[config.mk]
export PLATFORM = sky130hd
export DESIGN_NAME = decode_stage
export DESIGN_NICKNAME = d
export VERILOG_FILES = /design/src/rtl/decode_stage.sv
export SDC_FILE = /design/constraint.sdc
export NUM_CORES = 2
export LEC_CHECK = 0
export CELL_PAD_IN_SITES_DETAIL_PLACEMENT = 1
export CELL_PAD_IN_SITES_GLOBAL_PLACEMENT = 1
export CORE_MARGIN = 2
export CORE_UTILIZATION = 50
export CTS_CLUSTER_SIZE = 24
export DETAILED_ROUTE_END_ITERATION = 8
export HOLD_SLACK_MARGIN = 0.1
export MAX_ROUTING_LAYER = met4
export PLACE_DENSITY = 0.9
export SLEW_MARGIN = 20
export SYNTH_ARGS = -nofsm -noshare
export SYNTH_HDL_FRONTEND = slang
export SYNTH_SLANG_ARGS = --single-unit
[constraint.sdc]
create_clock -name clk -period 121.9 [get_ports clk]
set_input_delay 18.285 -clock clk [delete_from_list [all_inputs] [get_ports clk]]
set_output_delay 18.285 -clock clk [all_outputs]
set_load 0.05 [all_outputs]
[src/rtl/decode_stage.sv]
// decode_stage: ID stage with register file, decoder, beq resolution and hazard stalls
module decode_stage #(
  parameter int WIDTH    = 32,
  parameter int REG_BITS = 5
) (
  input  logic                clk,
  input  logic                reset,
  input  logic [WIDTH-1:0]    ifid_pc_next,
  input  logic [WIDTH-1:0]    ifid_instruction,
  input  logic                wb_reg_write,
  input  logic [REG_BITS-1:0] wb_rd,
  input  logic [WIDTH-1:0]    wb_data,
  input  logic                exmem_mem_read,
  input  logic [REG_BITS-1:0] exmem_rd,
  output logic                pc_src,
  output logic [WIDTH-1:0]    branch_target,
  output logic                pc_enable,
  output logic                ifid_enable,
  output logic                ifid_flush,
  output logic [WIDTH-1:0]    idex_pc_next,
  output logic [WIDTH-1:0]    idex_rs_data,
  output logic [WIDTH-1:0]    idex_rt_data,
  output logic [WIDTH-1:0]    idex_imm,
  output logic [REG_BITS-1:0] idex_rs,
  output logic [REG_BITS-1:0] idex_rt,
  output logic [REG_BITS-1:0] idex_rd,
  output logic [3:0]          idex_alu_op,
  output logic                idex_alu_src,
  output logic                idex_mem_read,
  output logic                idex_mem_write,
  output logic                idex_reg_write,
  output logic                idex_mem_to_reg,
  output logic                idex_illegal
);
  logic [WIDTH-1:0]    regs [2**REG_BITS];
  logic [5:0]          op, funct;
  logic [REG_BITS-1:0] rs, rt, rd, dest;
  logic [WIDTH-1:0]    imm, rs_data, rt_data;
  logic                is_r, r_ok, is_lw, is_sw, is_addi, is_beq, illegal;
  logic                reg_write, alu_src, stall, taken;
  logic [3:0]          alu_op, alu_op_r;

  // Field extraction, bypassed register reads and control decode
  always_comb begin
    op       = ifid_instruction[31:26];
    rs       = ifid_instruction[25:21];
    rt       = ifid_instruction[20:16];
    rd       = ifid_instruction[15:11];
    funct    = ifid_instruction[5:0];
    imm      = {{(WIDTH-16){ifid_instruction[15]}}, ifid_instruction[15:0]};
    rs_data  = (rs == '0) ? '0 : (wb_reg_write && wb_rd == rs) ? wb_data : regs[rs];
    rt_data  = (rt == '0) ? '0 : (wb_reg_write && wb_rd == rt) ? wb_data : regs[rt];
    is_r     = op == 6'h00;
    is_lw    = op == 6'h23;
    is_sw    = op == 6'h2B;
    is_addi  = op == 6'h08;
    is_beq   = op == 6'h04;
    r_ok     = is_r && (funct == 6'h20 || funct == 6'h22 || funct == 6'h24 ||
                        funct == 6'h25 || funct == 6'h2A);
    alu_op_r = (funct == 6'h22) ? 4'b0110 : (funct == 6'h24) ? 4'b0000 :
               (funct == 6'h25) ? 4'b0001 : (funct == 6'h2A) ? 4'b0111 : 4'b0010;
    illegal  = !((is_r && (r_ok || funct == 6'h00)) || is_lw || is_sw || is_addi || is_beq);
    reg_write = r_ok || is_lw || is_addi;
    alu_src  = is_lw || is_sw || is_addi;
    alu_op   = r_ok ? alu_op_r : alu_src ? 4'b0010 : 4'b0000;
    dest     = !reg_write ? '0 : r_ok ? rd : rt;
  end

  // Hazard detection and branch resolution feeding fetch
  always_comb begin
    stall = (idex_mem_read && idex_rd != '0 && (idex_rd == rs || idex_rd == rt)) ||
            (is_beq && idex_reg_write && idex_rd != '0 && (idex_rd == rs || idex_rd == rt)) ||
            (is_beq && exmem_mem_read && exmem_rd != '0 && (exmem_rd == rs || exmem_rd == rt));
    taken         = is_beq && !stall && rs_data == rt_data;
    pc_src        = !taken;
    ifid_flush    = taken;
    pc_enable     = !stall;
    ifid_enable   = !stall;
    branch_target = ifid_pc_next + (imm << 2);
  end

  // Register file; r0 is never written so it always reads zero
  always_ff @(posedge clk or posedge reset) begin
    if (reset) for (int i = 0; i < 2**REG_BITS; i++) regs[i] <= '0;
    else if (wb_reg_write && wb_rd != '0) regs[wb_rd] <= wb_data;
  end

  // ID/EX pipeline register; a stall turns the slot into a bubble
  always_ff @(posedge clk or posedge reset) begin
    if (reset) begin
      idex_pc_next    <= '0;
      idex_rs_data    <= '0;
      idex_rt_data    <= '0;
      idex_imm        <= '0;
      idex_rs         <= '0;
      idex_rt         <= '0;
      idex_rd         <= '0;
      idex_alu_op     <= '0;
      idex_alu_src    <= 1'b0;
      idex_mem_read   <= 1'b0;
      idex_mem_write  <= 1'b0;
      idex_reg_write  <= 1'b0;
      idex_mem_to_reg <= 1'b0;
      idex_illegal    <= 1'b0;
    end else begin
      idex_pc_next    <= ifid_pc_next;
      idex_rs_data    <= rs_data;
      idex_rt_data    <= rt_data;
      idex_imm        <= imm;
      idex_rs         <= rs;
      idex_rt         <= rt;
      idex_rd         <= stall ? '0 : dest;
      idex_alu_op     <= stall ? 4'b0000 : alu_op;
      idex_alu_src    <= !stall && alu_src;
      idex_mem_read   <= !stall && is_lw;
      idex_mem_write  <= !stall && is_sw;
      idex_reg_write  <= !stall && reg_write;
      idex_mem_to_reg <= !stall && is_lw;
      idex_illegal    <= !stall && illegal;
    end
  end
endmodule

Word-level counts from Yosys, hierarchy flattened:

Cells that the tools add are included.

* $add $sub $neg: 1
* $lt $le $gt $ge: 4
* eq/ne operators: 16
* mux-type cells: 23
* bitwise operators: 3
* reductions and logical operators: 48

Operators by type and width (count)
* $bwmux 1024: 1
* $bmux 32 s5: 2
* $mux 32: 9
* $demux 32 s5: 1
* $eq 6x6->1 const B: 7
* $add 32x32->32: 1
* $eq 32x32->1: 1
* $eq 5x5->1: 6
* $logic_and 1x1->1: 21
* $ge 6x6->1 const B: 3
* $mux 3: 6
* $not 5->6: 3
* $logic_or 1x1->1: 17
* $mux 5: 3
* $reduce_bool 5->1: 3
* $logic_not 6->1: 2
* $logic_not 5->1: 2
* $eq 6x3->1 const B: 1
* $eq 6x4->1 const B: 1
* $lt 6x1->1 const B: 1
* $logic_not 1->1: 3
* $mux 2: 1

* register bits: 1159
* bits of input ports: 110
* output and inout bits: 189
* word-level logic and storage cells: 140

Logic depth before layout (Yosys ltp):

* depth in word-level cells: 14
* depth in mapped cells: 16
* gate-level depth less buffers: 13

Least setup slack after synthesis:

No wires, ideal clock.

* path type: input-to-output
* start point: input ifid_instruction[17]
* end point: output ifid_flush
* data arrival time: 22.400 ns
* required time: 103.615 ns
* slack: 81.215 ns
* stages: 13
* path buffers: 6
* path through: buf_2 -> buf_2 -> buf_2 -> buf_1 -> buf_2 -> clkbuf_1 -> mux4_2 -> a211oi_1 -> nand2_1 -> a32oi_1 -> xor2_1 -> nand3_1 -> nor4_1

* longest elaborated chain between the ends: 8
* elaborated cells between the ends (all ways): 22
* those cells by class: eq/ne: 4; mux: 5; bitwise: 1; reduce/logical: 12

RTL lines
* from (decl): RTL line 9 `input logic [WIDTH-1:0] ifid_instruction,`
* $not 5->6 (not written as such) / $eq 5x5->1 (equally long branches): RTL line 52, 71, 72
* $bmux 32 s5 / $logic_or 1x1->1 (equally long branches): RTL line 52, 71, 72
* $mux 32 (not written as such) (tied with other cells): RTL line 52 `rt_data = (rt == '0) ? '0 : (wb_reg_write && wb_rd == rt) ? wb_data : regs[rt];`
* $mux 32 (not written as such) / $logic_or 1x1->1 (equally long branches): RTL line 52, 71
* $mux 32 / $logic_or 1x1->1 (equally long branches): RTL line 52, 72
* $mux 32 / $logic_not 1->1 (equally long branches): RTL line 52, 74
* $eq 32x32->1 / $logic_and 1x1->1 (equally long branches): RTL line 74 `taken = is_beq && !stall && rs_data == rt_data;`
* $logic_and 1x1->1 (*): RTL line 74
* to (decl): RTL line 19 `output logic ifid_flush,`

Every way passes the cells marked *; elsewhere a longest branch is shown, timed or not. The select of a mux whose other input is x is not followed.

Worst setup path in the final report:

* start point: input ifid_instruction[18]
* end point: output ifid_flush

* longest elaborated chain between the ends: 8
* elaborated cells between the ends (all ways): 22
* those cells by class: eq/ne: 4; mux: 5; bitwise: 1; reduce/logical: 12

RTL lines
* $not 5->6 (not written as such): RTL line 52
* $bmux 32 s5: RTL line 52
* $mux 32 (not written as such) (2 in a row): RTL line 52
* $mux 32: RTL line 52
* $mux 32 (*): RTL line 52
* net rt_data[18]: RTL line 38 `logic [WIDTH-1:0] imm, rs_data, rt_data;`
* $eq 32x32->1 (*): RTL line 74
* $logic_and 1x1->1 (*): RTL line 74

Mark *: on every way through the listed nets, which the timed path passes. The rest lies on a longest branch. The select of a mux whose other input is x is not followed.

==> results by group <==
Power and ir drop
  • PwrDens: 17.7 nW/um^2
  • Part of the power in registers: 43.0%
  • VDD IR-drop max: 0.0146 mV
  • Int Pwr: 822 uW
  • Clk pwr share: 33.7%
  • Pleak: 0.0296 uW
  • Combinational share of power: 23.3%
  • Psw: 402 uW
  • Total power draw: 1220 uW
  • Net Sw Frac: 32.9%

Critical path
  • CP Data Arrival Time: 26.02 ns
  • Reg2Reg Launch Point: regs[823]$_DFFE_PP0P_
  • Endpoint class of the critical path: output pin
  • Worst setup path endpoint: ifid_flush
  • Setup CP Type: in -> out
  • R2R cell count: 6
  • Reg-to-Reg End: idex_rt_data[23]$_DFF_PP0_
  • R2R Setup Slk: 119.16 ns
  • Critical Path Start Type: input port
  • CP required: 103.62 ns
  • Crit path from: ifid_instruction[18]
  • Max FO, Critical Path: 39

Routing
  • # DRC: 0
  • Via/cell ratio: 7.66
  • Detail Route Antenna Nets: 0
  • WL final: 253000 um
  • Pre-antenna DRT Iters: 8
  • Initial detailed-routing violation count: 6599
  • DR WL/cell: 42.0 um
  • Vias: 46200

Clock network
  • CTS HTree Levels: 4
  • TritonCTS Buffers: 130
  • Post-CTS Hold Fix Bufs: 0
  • Setup Buffers After CTS: 0
  • Root Driver: clkbuf_16
  • CTS tree: yes
  • CTS Buffer Depth: 3
  • Sink Count: 1159
  • Clock Latency Late Sink: 0.80 ns
  • Resize count post-CTS: 0
  • Worst-path clk slew: 0.06 ns

Cells and area
  • Non-filler cells, final: 6029
  • Area grow syn2layout: 13.9%
  • Reg with most FFs: regs
  • Nets: 4415
  • Final Core Density: 57.5%
  • Layout cell share with drive strength beyond 1: 42.9%
  • Largest register FFs: 1024

Status
  • Outcome: finished, final reports clean

Die
  • Die height: 352 um
  • Die width: 352 um
  • # rows: 127
  • Die area: 124000 um^2
  • Initial core utilization: 50.5%
  • I/O Pins: 299
  • Core area: 120000 um^2

Logic synthesis
  • Sequential area share after synthesis: 47.8%
  • Post-synthesis sequential element count: 1159
  • Top post-synthesis cells by area: dfrtp_1 (48%), mux2_2 (19%), mux4_2 (17%)
  • Synth warn: 0
  • Mapped cell area: 60600 um^2
  • Number of synthesized flops with an enable pin: 0
  • Post-synth cell types: 73
  • Synth Area per Inst: 14.5 um^2
  • Most frequent cell after synthesis: dfrtp_1
  • FFs w/ async S/R, synth: 100%
  • Synth Flop Type: dfrtp_1
  • Cell count after synthesis: 4173
  • Top cell type by total area after synthesis: dfrtp_1
  • Syn nets: 4313
  • Synth top cells by count: dfrtp_1 (1159), mux2_2 (1029), mux4_2 (447), clkbuf_1 (262), mux2i_1 (185)
  • Share of the synthesized area in the top cell type: 47.8%

Job
  • Max-cap violations: 0

Timing
  • Setup TNS: 0 ns
  • Max Fclk: 22.6 MHz
  • Max Slew Vio Count: 0
  • Fin worst setup slack: 77.59 ns
  • Fin. Hold Viols: 0
  • Period utilization: 36.3%
  • Final worst path period need: 44.31 ns
  • Slew headroom: 10.8%
  • Slew @ Worst Pin: 1.33 ns
  • RSZ-0062 raised after global routing: no
  • Final setup vio count: 0
  • Fin Clk Skew: 0.0320 ns

Placed design
  • Final RePlAce weighted congestion: 0.881
  • Placed cells: 5752
  • Post-DP HPWL: 134000 um
  • I/O Buffers: 297
  • Pre-CTS setup slack: 78.06 ns

Global route
  • GRT overflow: 0
  • Largest net degree at the start of global routing: 166
  • Vias in the first global route: 50000
  • Initial antenna violation count: 25
  • GRT Util Overall: 41.6%
  • Global-route wire length before repair: 365000 um

Min path
  • Hold crit path type: reg -> reg
[power by group through the flow]
| stage | combinational, uW | sequential (uW) | clock (uW) |
|---|---|---|---|
| after floorplan | 180 | 510 | 0 |
| after global placement | 249 | 505 | 0 |
| after detailed placement | 265 | 517 | 0 |
| after CTS | 279 | 519 | 410 |
| after global routing | 294 | 528 | 424 |
| final | 286 | 526 | 412 |
[how the worst min path moves through the flow]
stage | slack, ns | cells after the start | from | end
6_report | 0.41 | 0 | regs[1015]$_DFFE_PP0P_ | regs[1015]$_DFFE_PP0P_
2_1_floorplan | 0.44 | 1 | regs[1010]$_DFFE_PP0P_ | regs[1010]$_DFFE_PP0P_
4_1_cts | 0.41 | 0 | regs[1015]$_DFFE_PP0P_ | regs[1015]$_DFFE_PP0P_
3_3_place_gp | 0.38 | 0 | regs[995]$_DFFE_PP0P_ | regs[995]$_DFFE_PP0P_
5_1_grt | 0.41 | 0 | regs[1015]$_DFFE_PP0P_ | regs[1015]$_DFFE_PP0P_
3_5_place_dp | 0.39 | 0 | regs[1008]$_DFFE_PP0P_ | regs[1008]$_DFFE_PP0P_
[area by class of cell]
type                            instances  area, um^2
Antenna cell                           41         103
Fill cell                           11000       51000
Sequential cell                      1159       29000
Timing Repair Buffer                  421        3980
Multi-Input combinational cell       2540       29600
Clock inverter                         47         596
Tap cell                             1612        2020
Clock buffer                          186        3710
Inverter                               23        93.8
[stage by stage]
| step | area, um^2 | hold slack [ns] |
|---|---|---|
| final | 69100 | 0.405 |
| after global routing | 69100 | 0.415 |
| after CTS | 69000 | 0.406 |
| after detailed placement | 64600 | 0.388 |
| after global placement | 64600 | 0.379 |
| after floorplan | 60600 | 0.441 |
[placed cells by master, fill, tap and decap left out, types with 13 or more instances in the layout]
cell	Yosys	routed
a32o_1	38	38
buf_4	41	119
a21oi_1	72	72
nand3_1	30	30
o21ai_0	33	33
nand2_2	0	15
clkinv_2	0	21
mux2_2	1029	1029
mux2i_1	185	185
dfrtp_1	1159	1159
nand2_1	136	121
a22oi_1	70	70
a221oi_1	16	16
clkdlybuf4s50_1	0	276
ha_1	29	29
o22ai_1	42	42
diode_2	0	41
o221ai_1	36	36
clkbuf_16	0	130
xor2_1	36	36
inv_1	21	19
mux4_2	447	447
clkbuf_8	0	25
nor2_4	0	20
xnor2_1	47	47
nor2_1	71	49
clkbuf_1	262	31
a21o_1	16	16
nor3_1	22	20
nand2b_1	13	13
a211oi_1	45	45
[critical path, cell delays in order]
cell,delay [ns]
buf_4,0.41
buf_4,0.55
buf_4,0.67
or3_2,0.25
buf_4,0.76
nor3_2,0.25
nor3_2,0.29
buf_4,0.68
nand2_1,0.16
o41ai_1,0.20
xor2_1,0.23
nor4_1,0.94
nand3_1,0.50
nor4_2,0.75
clkdlybuf4s50_1,0.94
[routing by layer]
layer  track usage (%)  part of all wire (%)  vias up
met1              47.3                    33    23900
li1                  -                     -    16200
met4              30.9                   9.2        0
met5                 -                     0        -
met2              59.5                    44     4420
met3              16.2                    14     1686
[logic make-up after synthesis]
| kind of cell | after synthesis | synth area share, % |
|---|---|---|
| AO/OA/AOI/OAI | 428 | 5.10 |
| XOR/XNOR | 83 | 1.20 |
| adder cells (fa/ha/maj) | 30 | 0.631 |
| buffers and inverters | 474 | 3.75 |
| flip-flops | 1159 | 47.8 |
| multiplexers | 1664 | 38.9 |
| other | 1 | 0.00618 |
| AND/OR/NAND/NOR | 334 | 2.59 |
No activity file was read; power rests on OpenSTA's default activity.
